**src/rtl/datapath_pipe_if.sv**
```systemverilog
// Command/result bundle for datapath_pipe: the controller drives a command and observes
// the busy/done handshake plus the C and status registers.
interface datapath_pipe_if #(
    parameter int W   = 16,
    parameter int PCW = 8,
    parameter int RW  = 3
);
    logic           start;
    logic [RW-1:0]  anum;
    logic [RW-1:0]  bnum;
    logic [RW-1:0]  writenum;
    logic [1:0]     ALUop;
    logic [1:0]     shift;
    logic           asel;
    logic           bsel;
    logic [1:0]     vsel;
    logic           loads;
    logic           write;
    logic [W-1:0]   imm;
    logic [PCW-1:0] PC;
    logic [W-1:0]   mdata;
    logic           busy;
    logic           done;
    logic [W-1:0]   datapath_out;
    logic [2:0]     status_out;

    modport master (
        output start, anum, bnum, writenum, ALUop, shift, asel, bsel,
               vsel, loads, write, imm, PC, mdata,
        input  busy, done, datapath_out, status_out
    );

    modport slave (
        input  start, anum, bnum, writenum, ALUop, shift, asel, bsel,
               vsel, loads, write, imm, PC, mdata,
        output busy, done, datapath_out, status_out
    );
endinterface

```
**src/rtl/datapath_pipe.sv**
```systemverilog
// Multi-cycle register-file datapath: IDLE -> READ -> EXEC -> WB, one command at a time.
// Command fields are captured on acceptance; PC and mdata are taken live in WB.
module datapath_pipe #(
    parameter int W    = 16,
    parameter int NREG = 8,
    parameter int PCW  = 8,
    parameter int RW   = $clog2(NREG)
) (
    input  logic              clk,
    input  logic              reset_n,
    datapath_pipe_if.slave    bus
);
    // state | meaning
    // IDLE  | waiting for start, command fields captured on acceptance
    // READ  | A <= R[anum], B <= R[bnum]
    // EXEC  | C <= ALU result, status updated when loads was captured
    // WB    | done pulse, optional write of R[writenum]
    typedef enum logic [1:0] {IDLE, READ, EXEC, WB} state_t;

    state_t         state_q, state_d;

    logic [RW-1:0]  anum_q, anum_d;
    logic [RW-1:0]  bnum_q, bnum_d;
    logic [RW-1:0]  writenum_q, writenum_d;
    logic [1:0]     aluop_q, aluop_d;
    logic [1:0]     shift_q, shift_d;
    logic           asel_q, asel_d;
    logic           bsel_q, bsel_d;
    logic [1:0]     vsel_q, vsel_d;
    logic           loads_q, loads_d;
    logic           write_q, write_d;
    logic [W-1:0]   imm_q, imm_d;

    logic [W-1:0]   regs_q [NREG];
    logic [W-1:0]   regs_d [NREG];
    logic [W-1:0]   a_q, a_d;
    logic [W-1:0]   b_q, b_d;
    logic [W-1:0]   c_q, c_d;
    logic [2:0]     status_q, status_d;

    logic [W-1:0]   b_shifted;
    logic [W-1:0]   a_op;
    logic [W-1:0]   b_op;
    logic [W-1:0]   sum;
    logic [W-1:0]   diff;
    logic [W-1:0]   alu_res;
    logic           alu_v;
    logic [2:0]     alu_status;
    logic [W-1:0]   pc_ext;
    logic [W-1:0]   wb_data;

    always_comb begin
        b_shifted = b_q;
        case (shift_q)
            2'b01:   b_shifted = {b_q[W-2:0], 1'b0};
            2'b10:   b_shifted = {1'b0, b_q[W-1:1]};
            2'b11:   b_shifted = {b_q[W-1], b_q[W-1:1]};
            default: b_shifted = b_q;
        endcase

        a_op = asel_q ? '0 : a_q;
        b_op = bsel_q ? imm_q : b_shifted;
        sum  = a_op + b_op;
        diff = a_op - b_op;

        alu_res = sum;
        alu_v   = 1'b0;
        case (aluop_q)
            2'b00: begin
                alu_res = sum;
                alu_v   = (a_op[W-1] == b_op[W-1]) && (sum[W-1] != a_op[W-1]);
            end
            2'b01: begin
                alu_res = diff;
                alu_v   = (a_op[W-1] != b_op[W-1]) && (diff[W-1] != a_op[W-1]);
            end
            2'b10:   alu_res = a_op & b_op;
            default: alu_res = ~b_op;
        endcase

        alu_status = {alu_res[W-1], alu_v, (alu_res == '0)};
    end

    always_comb begin
        pc_ext           = '0;
        pc_ext[PCW-1:0]  = bus.PC;
        case (vsel_q)
            2'b01:   wb_data = pc_ext;
            2'b10:   wb_data = imm_q;
            2'b11:   wb_data = bus.mdata;
            default: wb_data = c_q;
        endcase
    end

    always_comb begin
        state_d    = state_q;
        anum_d     = anum_q;
        bnum_d     = bnum_q;
        writenum_d = writenum_q;
        aluop_d    = aluop_q;
        shift_d    = shift_q;
        asel_d     = asel_q;
        bsel_d     = bsel_q;
        vsel_d     = vsel_q;
        loads_d    = loads_q;
        write_d    = write_q;
        imm_d      = imm_q;
        regs_d     = regs_q;
        a_d        = a_q;
        b_d        = b_q;
        c_d        = c_q;
        status_d   = status_q;

        case (state_q)
            IDLE: begin
                if (bus.start) begin
                    state_d    = READ;
                    anum_d     = bus.anum;
                    bnum_d     = bus.bnum;
                    writenum_d = bus.writenum;
                    aluop_d    = bus.ALUop;
                    shift_d    = bus.shift;
                    asel_d     = bus.asel;
                    bsel_d     = bus.bsel;
                    vsel_d     = bus.vsel;
                    loads_d    = bus.loads;
                    write_d    = bus.write;
                    imm_d      = bus.imm;
                end
            end
            READ: begin
                a_d     = regs_q[anum_q];
                b_d     = regs_q[bnum_q];
                state_d = EXEC;
            end
            EXEC: begin
                c_d = alu_res;
                if (loads_q) begin
                    status_d = alu_status;
                end
                state_d = WB;
            end
            WB: begin
                if (write_q) begin
                    regs_d[writenum_q] = wb_data;
                end
                state_d = IDLE;
            end
            default: state_d = IDLE;
        endcase
    end

    always_ff @(posedge clk) begin
        if (!reset_n) begin
            state_q    <= IDLE;
            anum_q     <= '0;
            bnum_q     <= '0;
            writenum_q <= '0;
            aluop_q    <= '0;
            shift_q    <= '0;
            asel_q     <= 1'b0;
            bsel_q     <= 1'b0;
            vsel_q     <= '0;
            loads_q    <= 1'b0;
            write_q    <= 1'b0;
            imm_q      <= '0;
            for (int i = 0; i < NREG; i++) begin
                regs_q[i] <= '0;
            end
            a_q        <= '0;
            b_q        <= '0;
            c_q        <= '0;
            status_q   <= '0;
        end else begin
            state_q    <= state_d;
            anum_q     <= anum_d;
            bnum_q     <= bnum_d;
            writenum_q <= writenum_d;
            aluop_q    <= aluop_d;
            shift_q    <= shift_d;
            asel_q     <= asel_d;
            bsel_q     <= bsel_d;
            vsel_q     <= vsel_d;
            loads_q    <= loads_d;
            write_q    <= write_d;
            imm_q      <= imm_d;
            regs_q     <= regs_d;
            a_q        <= a_d;
            b_q        <= b_d;
            c_q        <= c_d;
            status_q   <= status_d;
        end
    end

    assign bus.busy         = (state_q != IDLE);
    assign bus.done         = (state_q == WB);
    assign bus.datapath_out = c_q;
    assign bus.status_out   = status_q;
endmodule

```
**src/flat_wrapper.sv**
```systemverilog
// flat-port wrapper written by rule: the top's interface ports become plain ports
module datapath_pipe_flat 
#(
    parameter int W    = 16,
    parameter int NREG = 8,
    parameter int PCW  = 8,
    parameter int RW   = $clog2(NREG)
)
  (clk, reset_n, bus_start, bus_anum, bus_bnum, bus_writenum, bus_ALUop, bus_shift, bus_asel, bus_bsel, bus_vsel, bus_loads, bus_write, bus_imm, bus_PC, bus_mdata, bus_busy, bus_done, bus_datapath_out, bus_status_out);
  datapath_pipe_if #(.W(W), .PCW(PCW), .RW(RW)) bus_i ();
  input  logic clk;
  input  logic reset_n;
  input wire logic [$bits(bus_i.start)-1:0] bus_start;
  input wire logic [$bits(bus_i.anum)-1:0] bus_anum;
  input wire logic [$bits(bus_i.bnum)-1:0] bus_bnum;
  input wire logic [$bits(bus_i.writenum)-1:0] bus_writenum;
  input wire logic [$bits(bus_i.ALUop)-1:0] bus_ALUop;
  input wire logic [$bits(bus_i.shift)-1:0] bus_shift;
  input wire logic [$bits(bus_i.asel)-1:0] bus_asel;
  input wire logic [$bits(bus_i.bsel)-1:0] bus_bsel;
  input wire logic [$bits(bus_i.vsel)-1:0] bus_vsel;
  input wire logic [$bits(bus_i.loads)-1:0] bus_loads;
  input wire logic [$bits(bus_i.write)-1:0] bus_write;
  input wire logic [$bits(bus_i.imm)-1:0] bus_imm;
  input wire logic [$bits(bus_i.PC)-1:0] bus_PC;
  input wire logic [$bits(bus_i.mdata)-1:0] bus_mdata;
  output wire logic [$bits(bus_i.busy)-1:0] bus_busy;
  output wire logic [$bits(bus_i.done)-1:0] bus_done;
  output wire logic [$bits(bus_i.datapath_out)-1:0] bus_datapath_out;
  output wire logic [$bits(bus_i.status_out)-1:0] bus_status_out;
  assign bus_i.start = bus_start;
  assign bus_i.anum = bus_anum;
  assign bus_i.bnum = bus_bnum;
  assign bus_i.writenum = bus_writenum;
  assign bus_i.ALUop = bus_ALUop;
  assign bus_i.shift = bus_shift;
  assign bus_i.asel = bus_asel;
  assign bus_i.bsel = bus_bsel;
  assign bus_i.vsel = bus_vsel;
  assign bus_i.loads = bus_loads;
  assign bus_i.write = bus_write;
  assign bus_i.imm = bus_imm;
  assign bus_i.PC = bus_PC;
  assign bus_i.mdata = bus_mdata;
  assign bus_busy = bus_i.busy;
  assign bus_done = bus_i.done;
  assign bus_datapath_out = bus_i.datapath_out;
  assign bus_status_out = bus_i.status_out;
  datapath_pipe #(.W(W), .NREG(NREG), .PCW(PCW), .RW(RW)) u_core (.clk(clk), .reset_n(reset_n), .bus(bus_i));
endmodule
```
**config.mk**
```make
export PLATFORM = sky130hd
export DESIGN_NAME = datapath_pipe_flat
export DESIGN_NICKNAME = d
export VERILOG_FILES = /design/src/rtl/datapath_pipe_if.sv /design/src/rtl/datapath_pipe.sv /design/src/flat_wrapper.sv
export SDC_FILE = /design/constraint.sdc
export NUM_CORES = 1
export LEC_CHECK = 0
export BUFFER_PORTS_ARGS = -buffer_cell sky130_fd_sc_hd__buf_2
export CORE_ASPECT_RATIO = 1.2
export CORE_UTILIZATION = 61
export DETAILED_ROUTE_END_ITERATION = 8
export PLACE_DENSITY = 0.8
export SLEW_MARGIN = 25
export SYNTH_ARGS = -nofsm -noshare
export SYNTH_HDL_FRONTEND = slang
export SYNTH_SLANG_ARGS = --single-unit
```
**constraint.sdc**
```tcl
create_clock -name clk -period 4.3 [get_ports clk]
set_clock_uncertainty 0.1 [all_clocks]
set_input_delay 0.43 -clock clk [delete_from_list [all_inputs] [get_ports clk]]
set_output_delay 0.43 -clock clk [all_outputs]
set_load 0.005 [all_outputs]
```
* Yosys cells after proc, flatten, opt, wreduce, memory -nomap -nowiden
Cells that the tools add are included.
** Operators by class
- Add/sub/neg operators :: 2
- $lt $le $gt $ge :: 4
- Equal/unequal tests :: 16
- Multiplexer cells :: 17
- Bitwise operators :: 5
- Reduce and logical (&&, ||, !) cells :: 10
** Operators by type and width (count)
- 16-bit case mux with 3 select lines :: 3
- 128-bit bitwise mux :: 1
- 16-bit two-way mux :: 7
- 16-bit binary-select mux with 3-bit select :: 2
- 16-bit demux with 3-bit select :: 1
- 16-bit adder :: 1
- 16-bit bitwise AND :: 1
- 16-bit zero test :: 1
- 16-bit inverter :: 1
- 16-bit subtractor :: 1
- 2-bit == test (second input constant) :: 7
- 4-bit >= comparator (second input constant) :: 3
- 3-bit inverter with 4-bit output :: 3
- 2-bit by 1-bit == test with 1-bit output (second input constant) :: 4
- 2-bit case mux with 4 select lines :: 1
- 2-bit AND reduction :: 3
- 2-bit zero test :: 2
- 4-bit by 1-bit < comparator with 1-bit output (second input constant) :: 1
- 1-bit logical AND :: 3
- 1-bit inequality test :: 3
- 2-bit two-way mux :: 1
- 2-bit inequality test (second input constant) :: 1
- 1-bit case mux with 2 select lines :: 1
- 2-bit nonzero test :: 1
- 1-bit == test :: 1
** Word-level totals
- Bits in registers :: 216
- Output and inout bits :: 21
- Logic and storage cells :: 78

* Longest topological paths before layout
Gate-level depths: netlist of the first run.
- Depth in word-level cells :: 7
- Gate-level depth with buffers :: 18
- Depth with buffers taken out :: 15

* Least setup slack after synthesis of the first run
No wires, ideal clock.
- Path type :: register to register
- Start point :: register u_core.shift_q[1]
- End point :: register u_core.status_q[2] (netlist: u_core.bus.status_out[2])
- Setup time :: 0.066 ns
- Arrival time :: 3.605 ns
- Data required time :: 4.134 ns
- Setup slack :: 0.529 ns
- Cell stages (with the launch flop) :: 17
- Buffers on the path :: 3
- Clock period less this slack :: 3.771 ns
- Cells stage by stage :: dfxtp_1 clkbuf_1 clkbuf_1 clkbuf_1 o21ai_0 mux2i_1 inv_1 ha_1 o211ai_4 a2111oi_4 a21oi_2 a2111oi_2 nor3_1 or3_1 a31oi_2 nand2_1 a21oi_2
** On the way
- Longest elaborated chain between the ends :: 5
- Elaborated cells between the ends (all ways) :: 10
- Classes of those cells :: add/sub: 2; eq/ne: 3; mux: 3; bitwise: 2
** Ends and longest elaborated chain
- from (decl) :: RTL line datapath_pipe.sv:26 : logic [1:0] shift_q, shift_d;
- from (signal assigned) :: RTL line datapath_pipe.sv:180 : shift_q <= shift_d;
- 2-bit == test / 2-bit by 1-bit == test with 1-bit output (equally long branches) :: RTL line datapath_pipe.sv:54 : case (shift_q)
- 16-bit case mux with 3 select lines (*) :: RTL line datapath_pipe.sv:54
- 16-bit two-way mux (*) :: RTL line datapath_pipe.sv:62 : b_op = bsel_q ? imm_q : b_shifted;
- 16-bit subtractor, or another cell as far along :: RTL line datapath_pipe.sv:64 : diff = a_op - b_op;
- 16-bit case mux with 3 select lines (*) :: RTL line datapath_pipe.sv:68 : case (aluop_q)
- to (signal assigned) :: RTL line datapath_pipe.sv:191 : status_q <= status_d;
- to (decl) :: RTL line datapath_pipe.sv:39 : logic [2:0] status_q, status_d;
Every way passes the cells marked *; elsewhere a longest branch is shown, timed or not.
A chain may end at the register's enable or synchronous reset.

* Worst setup path after layout of the first run
- Start point :: register u_core.shift_q[0]
- End point :: register u_core.status_q[0] (netlist: u_core.bus.status_out[0])
** On the way
- Longest elaborated chain between the ends :: 6
- Elaborated cells between the ends (all ways) :: 11
- Classes of those cells :: add/sub: 2; eq/ne: 3; mux: 3; bitwise: 2; reduce/logical: 1
** Ends and longest elaborated chain
- 2-bit == test / 2-bit by 1-bit == test with 1-bit output (equally long branches) :: RTL line datapath_pipe.sv:54
- 16-bit case mux with 3 select lines (*) :: RTL line datapath_pipe.sv:54
- 16-bit two-way mux (*) :: RTL line datapath_pipe.sv:62
- 16-bit subtractor, or another cell as far along :: RTL line datapath_pipe.sv:64
- 16-bit case mux with 3 select lines (*) :: RTL line datapath_pipe.sv:68
- 16-bit zero test (*) :: RTL line datapath_pipe.sv:81 : alu_status = {alu_res[W-1], alu_v, (alu_res == '0)};
Marks and branches as above.

==> run summary, run 1 <==
STATUS
---------------------------------------------------------------------------------
Result of the run                                                    complete, no violations

SETUP PATH
---------------------------------------------------------------------------------
CP max FO                                                                      11
Reg-to-reg endpoint                                                  u_core.bus.status_out[0]$_SDFFE_PN0P_
Critical path capture point type                                         register
R2r startpoint                                                       u_core.shift_q[0]$_SDFFE_PN0P_
Critical setup path kind                                             register to register
Worst setup SP type                                                      register
Flop-to-flop setup slack                                                  0.25 ns
Worst Path Required                                                       4.60 ns
Worst reg2reg path depth                                                       15
Signal arrival time at the worst endpoint                                 4.35 ns

CLOCKING
---------------------------------------------------------------------------------
Clk pin slew, worst setup/hold paths                                      0.06 ns
CTS tree                                                                      yes
Number of clock sinks                                                         216
Level count of the clock H-tree                                                 1
Root buf cell                                                        sky130_fd_sc_hd__clkbuf_16
Total CTS buffers                                                              23
Clk_lat worst skew                                                        0.51 ns
Number of setup buffers added after CTS                                         0
Maximum root-to-sink buffer count                                               3

ROUTING
---------------------------------------------------------------------------------
First-pass iteration count of the detailed router                               7
DRC Markers                                                                     0
Vias after detailed routing                                                 10700
Wire length per cell                                                      20.0 um
DRT antenna net count                                                           0
Final Routed Wirelength                                                  34100 um
Starting DRT DRC Count                                                       1040
Via-per-instance ratio                                                       6.30

POWER
---------------------------------------------------------------------------------
Static Leakage                                                            4.83 nW
IR drop worst, VDD                                                     0.000374 V
Total power consumption of the routed design                              7.71 mW
Power density over the cells                                          564 nW/um^2

YOSYS
---------------------------------------------------------------------------------
Average size of a mapped cell                                           8.85 um^2
Syn Nets                                                                     1493
Number of synthesized flops with an enable pin                                  0
Post-synth design cell area                                            12300 um^2
Synthesized netlist cell count                                               1392
Fraction of synthesis flops using an asynchronous set or reset pin             0%
Count of unique library cells instantiated by Yosys                            69
Main area contributors after synthesis                               sky130_fd_sc_hd__dfxtp_1 (35%), sky130_fd_sc_hd__mux4_2 (13%), sky130_fd_sc_hd__nand2_1 (7.4%)
Post-synth top area share                                                   35.1%
Leading register cell type out of synthesis                          sky130_fd_sc_hd__dfxtp_1
Syn. warnings                                                                   0
Leading area contributor after synthesis                             sky130_fd_sc_hd__dfxtp_1
Sequential-to-total area share from yosys stat                              35.1%
Number of storage elements in the synthesis netlist                           216

FLOORPLANNING
---------------------------------------------------------------------------------
Area of the core region                                                19700 um^2
Number of core rows                                                            56
Area of the die                                                        20800 um^2
Initial core utilization                                                    62.6%
I/O Pins                                                                       83
Vertical extent of the die                                                 158 um
Die boundary width                                                         132 um

LAYOUT
---------------------------------------------------------------------------------
Core Util, Final                                                            69.4%
Nets@finish                                                                  1526
Combined area of the multi-input logic cells                            7420 um^2
Post-Layout Inst Area                                                  13700 um^2
Fillers                                                                      1497
Layout-stage area growth over the synthesis result                          10.9%
Highest-count cells in the layout ignoring fill and taps             sky130_fd_sc_hd__nand2_1 (243), sky130_fd_sc_hd__dfxtp_1 (213), sky130_fd_sc_hd__nor2_1 (148), sky130_fd_sc_hd__a21oi_1 (136), sky130_fd_sc_hd__a211oi_1 (113)
Ratio of cells with drive above 1 in the final layout                       18.7%
Area occupied by registers                                              4330 um^2
Number of non-filler instances in the completed layout                       1703
Commonest non-fill, non-tap cell in the layout                       sky130_fd_sc_hd__nand2_1

GLOBAL ROUTING
---------------------------------------------------------------------------------
Largest net degree at the start of global routing                             137
Overall track demand over capacity in global routing                        32.5%
First-pass GRT wire length                                               53000 um
Antenna violations before repair                                                1
Total overflow reported by the global router                                    0
Via count of the first global-routing pass                                  10100

TIMING
---------------------------------------------------------------------------------
Post-Route Setup TNS                                                         0 ns
Unrepaired setup endpoints after global routing                             false
Transition at the pin with the smallest max-transition slack              1.04 ns
Max-slew violation total from the final report                                  0
Achievable Freq                                                           247 MHz
Worst Setup Slack, final                                                 0.250 ns
Final setup fails                                                               0
Slew HR                                                                     30.5%
Post-route fraction of the period consumed by the critical path             94.2%
Hold slack final                                                        0.0490 ns
Final period demand of the worst path                                     4.05 ns
Final Hold Vio Count                                                            0

PLACED DESIGN
---------------------------------------------------------------------------------
RePlAce Congestion                                                          0.959
IO Port Bufs                                                                   82
Place WS                                                                 0.242 ns
Placed standard-cell area                                              12900 um^2
Total placed cells including tap cells                                       1661
DPL Wire Length                                                          23800 um

MIN PATH
---------------------------------------------------------------------------------
Hold Path End                                                        u_core.anum_q[2]$_SDFFE_PN0P_
Number of stages on the worst hold path                                         3
Critical hold path startpoint                                         bus_anum[2]
Class of the most critical hold timing path                          input pin to register

JOB
---------------------------------------------------------------------------------
Max-cap violations                                                              0

[area by class of cell]
class | count | share of cell area [%]
Clock buffer | 30 | 4.84
Timing Repair Buffer | 114 | 4.85
Antenna cell | 1 | 0.0183
Tap cell | 261 | 2.39
Multi-Input combinational cell | 1031 | 54.3
Sequential cell | 216 | 31.7
Clock inverter | 11 | 0.797
Inverter | 39 | 1.11
[worst max path at each step]
stage                                                        to                      startpoint  slack, ns
after floorplan           u_core.bus.status_out[2]$_SDFFE_PN0P_  u_core.shift_q[1]$_SDFFE_PN0P_       0.53
after global placement    u_core.bus.status_out[2]$_SDFFE_PN0P_  u_core.shift_q[0]$_SDFFE_PN0P_       0.36
after detailed placement  u_core.bus.status_out[0]$_SDFFE_PN0P_  u_core.shift_q[0]$_SDFFE_PN0P_       0.24
after CTS                 u_core.bus.status_out[2]$_SDFFE_PN0P_  u_core.shift_q[0]$_SDFFE_PN0P_       0.23
after global routing      u_core.bus.status_out[0]$_SDFFE_PN0P_  u_core.shift_q[0]$_SDFFE_PN0P_       0.02
final                     u_core.bus.status_out[0]$_SDFFE_PN0P_  u_core.shift_q[0]$_SDFFE_PN0P_       0.25
[state kept, by name (all words and copies together) (netlist names)]
name                     flops
u_core.bsel_q                1
u_core.writenum_q            3
u_core.vsel_q                2
u_core.aluop_q               2
u_core.state_q               2
u_core.bnum_q                3
u_core.write_q               1
u_core.loads_q               1
u_core.asel_q                1
u_core.shift_q               2
u_core.b_q                  16
u_core.a_q                  16
u_core.bus.status_out        3
u_core.imm_q                16
u_core.regs_q              128
u_core.bus.datapath_out     16
u_core.anum_q                3
[power by group]
part           switching, mW  internal (mW)
sequential             0.239           2.22
clock                  0.854           1.16
combinational           2.00           1.25
[critical path, stage by stage, from the launching register on]
cell	delay [ns]
sky130_fd_sc_hd__dfxtp_2	0.39
sky130_fd_sc_hd__nor3b_1	0.21
sky130_fd_sc_hd__a21oi_1	0.06
sky130_fd_sc_hd__o21ai_0	0.30
sky130_fd_sc_hd__ha_1	0.26
sky130_fd_sc_hd__inv_1	0.07
sky130_fd_sc_hd__fa_1	0.47
sky130_fd_sc_hd__nor2b_1	0.15
sky130_fd_sc_hd__o211a_1	0.24
sky130_fd_sc_hd__or2_1	0.30
sky130_fd_sc_hd__a211oi_2	0.36
sky130_fd_sc_hd__o21ai_0	0.18
sky130_fd_sc_hd__a211oi_1	0.51
sky130_fd_sc_hd__a311oi_1	0.12
sky130_fd_sc_hd__nand4b_1	0.13
sky130_fd_sc_hd__o21ai_1	0.06
[per-layer routing]
metal  wire (um)  up-vias  GRT usage [%]
met4        1120        0           12.9
met3        2450       92           4.84
li1            -     5090              -
met2       17100      452           57.3
met5           0        -              0
met1       13500     5090           39.9
[cells by family after synthesis]
logic type               Yosys count  share of synthesized area (%)
AO/OA/AOI/OAI                    334                           18.0
buffers and inverters            145                           4.90
flip-flops                       216                           35.1
multiplexers                     153                           20.0
adder cells (fa/ha/maj)           39                           4.08
XOR/XNOR                          10                          0.711
AND/OR/NAND/NOR                  495                           17.2
[repair_timing]
action,4_1_cts,5_1_grt
gates resized for setup,0,2
hold buffers,0,0
endpoints found under the setup margin,0,3
[Yosys cell counts, drive strengths merged, types with 5 or more instances]
library cell    n
xnor2           7
nor3           16
nand2         244
nor4            8
inv            39
mux2i          63
or2             7
mux4           73
a21oi         138
o21ai          25
nor3b          12
nor2b          23
nand2b         12
buf            25
nand3           7
dfxtp         216
ha             37
clkbuf         81
a211oi        114
a21o            5
nor2          148
o221ai          6
mux2           17
(Power assumes the default switching activity.)
==> inputs of run 2 (changes only) <==
- CELL_PAD_IN_SITES_DETAIL_PLACEMENT: unset -> 0
- CELL_PAD_IN_SITES_GLOBAL_PLACEMENT: unset -> 1
- CORE_UTILIZATION: 61 -> 47
==> run 2 against run 1 <==
Combinational power barely moved. Hold slack got worse by 0.0070 ns. Final area rose by 0.96%. Register-to-register slack improved by 0.04 ns. Count of clock-buffer cells in the layout rose by 9. Cell count rose by 4.3%. Power rose by 0.54%. Via count fell by 3.2%. Sequential cell count did not move. Utilization fell by 16 points. First-iteration DRC count fell by 43%. Sequential power barely moved. Critical endpoint unchanged. Largest cell class unchanged. Highest routed layer unchanged.
==> run summary, run 2 (synthesis results as in run 1) <==
CLOCKING
------------------------------------------------------------------------------
CTS tree                                                                   yes
Clk pin slew, worst setup/hold paths                                   0.06 ns   about the same
Total CTS buffers                                                           25   +8.7%
Maximum root-to-sink buffer count                                            3   unchanged
Clk_lat worst skew                                                     0.52 ns   about the same
Root buf cell                                                     sky130_fd_sc_hd__clkbuf_16
Level count of the clock H-tree                                              1   unchanged
Number of clock sinks                                                      216   unchanged

FLOORPLANNING
------------------------------------------------------------------------------
I/O Pins                                                                    83   unchanged
Number of core rows                                                         64   +14%
Initial core utilization                                                 48.1%   -14 points
Die boundary width                                                      150 um   +14%
Area of the core region                                             25600 um^2   +30%
Area of the die                                                     26900 um^2   +29%
Vertical extent of the die                                              179 um   +14%

TIMING
------------------------------------------------------------------------------
Post-route fraction of the period consumed by the critical path          93.3%   -0.84 points
Final setup fails                                                            0   unchanged
Post-Route Setup TNS                                                      0 ns   unchanged
Slew HR                                                                  29.8%   -0.67 points
Final period demand of the worst path                                  4.01 ns   -0.0363 ns
Achievable Freq                                                        249 MHz   +0.90%
Unrepaired setup endpoints after global routing                          false
Final Hold Vio Count                                                         0   unchanged
Max-slew violation total from the final report                               0   unchanged
Transition at the pin with the smallest max-transition slack           1.05 ns   +0.00998 ns
Worst Setup Slack, final                                              0.286 ns   +0.0363 ns

PLACED DESIGN
------------------------------------------------------------------------------
Total placed cells including tap cells                                    1731   +4.2%
RePlAce Congestion                                                       0.916   -4.5%
Place WS                                                              0.200 ns   -0.0423 ns
DPL Wire Length                                                       25200 um   +6.0%
IO Port Bufs                                                                82   unchanged

ROUTING
------------------------------------------------------------------------------
Via-per-instance ratio                                                    5.85   -7.2%
Starting DRT DRC Count                                                     594   -43%
DRT antenna net count                                                        0   unchanged
Wire length per cell                                                   20.1 um   +0.42%
Vias after detailed routing                                              10400   -3.2%
DRC Markers                                                                  0   unchanged
First-pass iteration count of the detailed router                            5   -2
Final Routed Wirelength                                               35700 um   +4.7%

GLOBAL ROUTING
------------------------------------------------------------------------------
Via count of the first global-routing pass                               10100   +0.20%
Largest net degree at the start of global routing                          123   -10%
Total overflow reported by the global router                                 0   unchanged
GRT met3 Usage                                                           2.78%   -2.1 points
Most Crowded Layer GR                                                     met2
Global routing usage on met1                                             34.2%   -5.8 points
Met2 Use GR                                                              47.6%   -9.7 points
Overall track demand over capacity in global routing                     26.9%   -5.6 points
First-pass GRT wire length                                            55700 um   +4.9%
Antenna violations before repair                                             0   -1

SETUP PATH
------------------------------------------------------------------------------
Reg-to-reg endpoint                                               u_core.bus.status_out[0]$_SDFFE_PN0P_
Critical setup path kind                                          register to register
Critical path capture point type                                      register
Worst setup SP type                                                   register
R2r startpoint                                                    u_core.shift_q[0]$_SDFFE_PN0P_
Signal arrival time at the worst endpoint                              4.37 ns   +0.02 ns
Flop-to-flop setup slack                                               0.29 ns   +0.04 ns
CP max FO                                                                   11   unchanged
Worst reg2reg path depth                                                    15   unchanged
Worst Path Required                                                    4.66 ns   +0.06 ns

MIN PATH
------------------------------------------------------------------------------
Hold Path End                                                     u_core.vsel_q[1]$_SDFFE_PN0P_
Critical hold path startpoint                                      bus_vsel[1]
Class of the most critical hold timing path                       input pin to register
Number of stages on the worst hold path                                      3   unchanged

LAYOUT
------------------------------------------------------------------------------
Layout-stage area growth over the synthesis result                       12.0%
Flip-flop count of the largest register after layout                       128   unchanged
Nets@finish                                                               1529   +0.20%
Highest-count cells in the layout ignoring fill and taps          sky130_fd_sc_hd__nand2_1 (243), sky130_fd_sc_hd__dfxtp_1 (213), sky130_fd_sc_hd__nor2_1 (143), sky130_fd_sc_hd__a21oi_1 (136), sky130_fd_sc_hd__a211oi_1 (113)
Most flops, register                                              u_core.regs_q
Number of non-filler instances in the completed layout                    1776   +4.3%
Ratio of cells with drive above 1 in the final layout                    19.1%   +0.35 points
Antenna cell count                                                           0   -1
Core Util, Final                                                         53.8%   -16 points
Commonest non-fill, non-tap cell in the layout                    sky130_fd_sc_hd__nand2_1

POWER
------------------------------------------------------------------------------
IR drop worst, VDD                                                  0.000306 V   -18%
Power density over the cells                                       562 nW/um^2   -0.42%
Static Leakage                                                         4.84 nW   +0.29%

STATUS
------------------------------------------------------------------------------
Result of the run                                                 complete, no violations

JOB
------------------------------------------------------------------------------
Max-cap violations                                                           0   unchanged

## run 2: cell types whose count changed in the layout (fill, tap and decap cells not counted), sizes merged
cell,change
diode,-1
clkinvlp,-1
buf,+1
bufinv,-1
inv,-2
clkinv,-1
clkbuf,+9
## run 2: how the worst max path moves through the flow
stage | startpoint | end | slack, ns
2_1_floorplan | u_core.shift_q[1]$_SDFFE_PN0P_ | u_core.bus.status_out[2]$_SDFFE_PN0P_ | 0.53
3_3_place_gp | u_core.shift_q[0]$_SDFFE_PN0P_ | u_core.bus.status_out[0]$_SDFFE_PN0P_ | 0.28
3_5_place_dp | u_core.shift_q[0]$_SDFFE_PN0P_ | u_core.bus.status_out[0]$_SDFFE_PN0P_ | 0.20
4_1_cts | u_core.shift_q[0]$_SDFFE_PN0P_ | u_core.bus.status_out[0]$_SDFFE_PN0P_ | 0.20
5_1_grt | u_core.shift_q[0]$_SDFFE_PN0P_ | u_core.bus.status_out[0]$_SDFFE_PN0P_ | 0.02
6_report | u_core.shift_q[0]$_SDFFE_PN0P_ | u_core.bus.status_out[0]$_SDFFE_PN0P_ | 0.29
## run 2: cell type report
cell class                      count  area, um^2
Fill cell                        2398       11800
Multi-Input combinational cell   1031        7430
Sequential cell                   216        4330
Clock buffer                       39         748
Timing Repair Buffer              115         683
Tap cell                          330         413
Inverter                           39         151
Clock inverter                      6        40.0
## run 2: where the power goes
part / internal, mW / leakage (nW) / switching (mW) / total, mW
sequential: 2.22 / 1.75 / 0.265 / 2.48
combinational: 1.26 / 2.70 / 1.97 / 3.24
clock: 1.19 / 0.387 / 0.843 / 2.04
## run 2: what timing repair did
| action | 4_1_cts | 5_1_grt |
|---|---|---|
| resized for setup | 0 | 3 |
| buffers inserted | 0 | 0 |
| hold buffers | 0 | 0 |
| endpoints found under the setup margin | 0 | 3 |
## run 2: layer usage
metal  share of wire [%]  vias up
met2                  50      295
met5                   0        -
li1                    -     5091
met4                 2.8        0
met1                  42     4932
met3                 5.2       63
## run 2: worst max-delay path, stage by stage, from the launching register on
cell	delay (ns)
sky130_fd_sc_hd__dfxtp_2	0.39
sky130_fd_sc_hd__nor3b_1	0.22
sky130_fd_sc_hd__a21oi_1	0.07
sky130_fd_sc_hd__o21ai_0	0.32
sky130_fd_sc_hd__ha_1	0.27
sky130_fd_sc_hd__inv_1	0.07
sky130_fd_sc_hd__fa_1	0.47
sky130_fd_sc_hd__nor3b_1	0.18
sky130_fd_sc_hd__o311a_1	0.33
sky130_fd_sc_hd__a2111oi_0	0.30
sky130_fd_sc_hd__nand2_1	0.15
sky130_fd_sc_hd__nor3_1	0.32
sky130_fd_sc_hd__o2111ai_1	0.18
sky130_fd_sc_hd__nor4_1	0.31
sky130_fd_sc_hd__nand4b_1	0.15
sky130_fd_sc_hd__o21ai_1	0.13
## run 2: metrics by stage
stage               hold WS (ns)  cell area (um^2)  total power, mW
floorplan                  0.336             12300             4.87
global placement           0.344             13000             5.66
detailed placement         0.351             13000             5.70
CTS                       0.0254             13800             7.75
global route              0.0460             13800             8.25
finish                    0.0419             13800             7.75
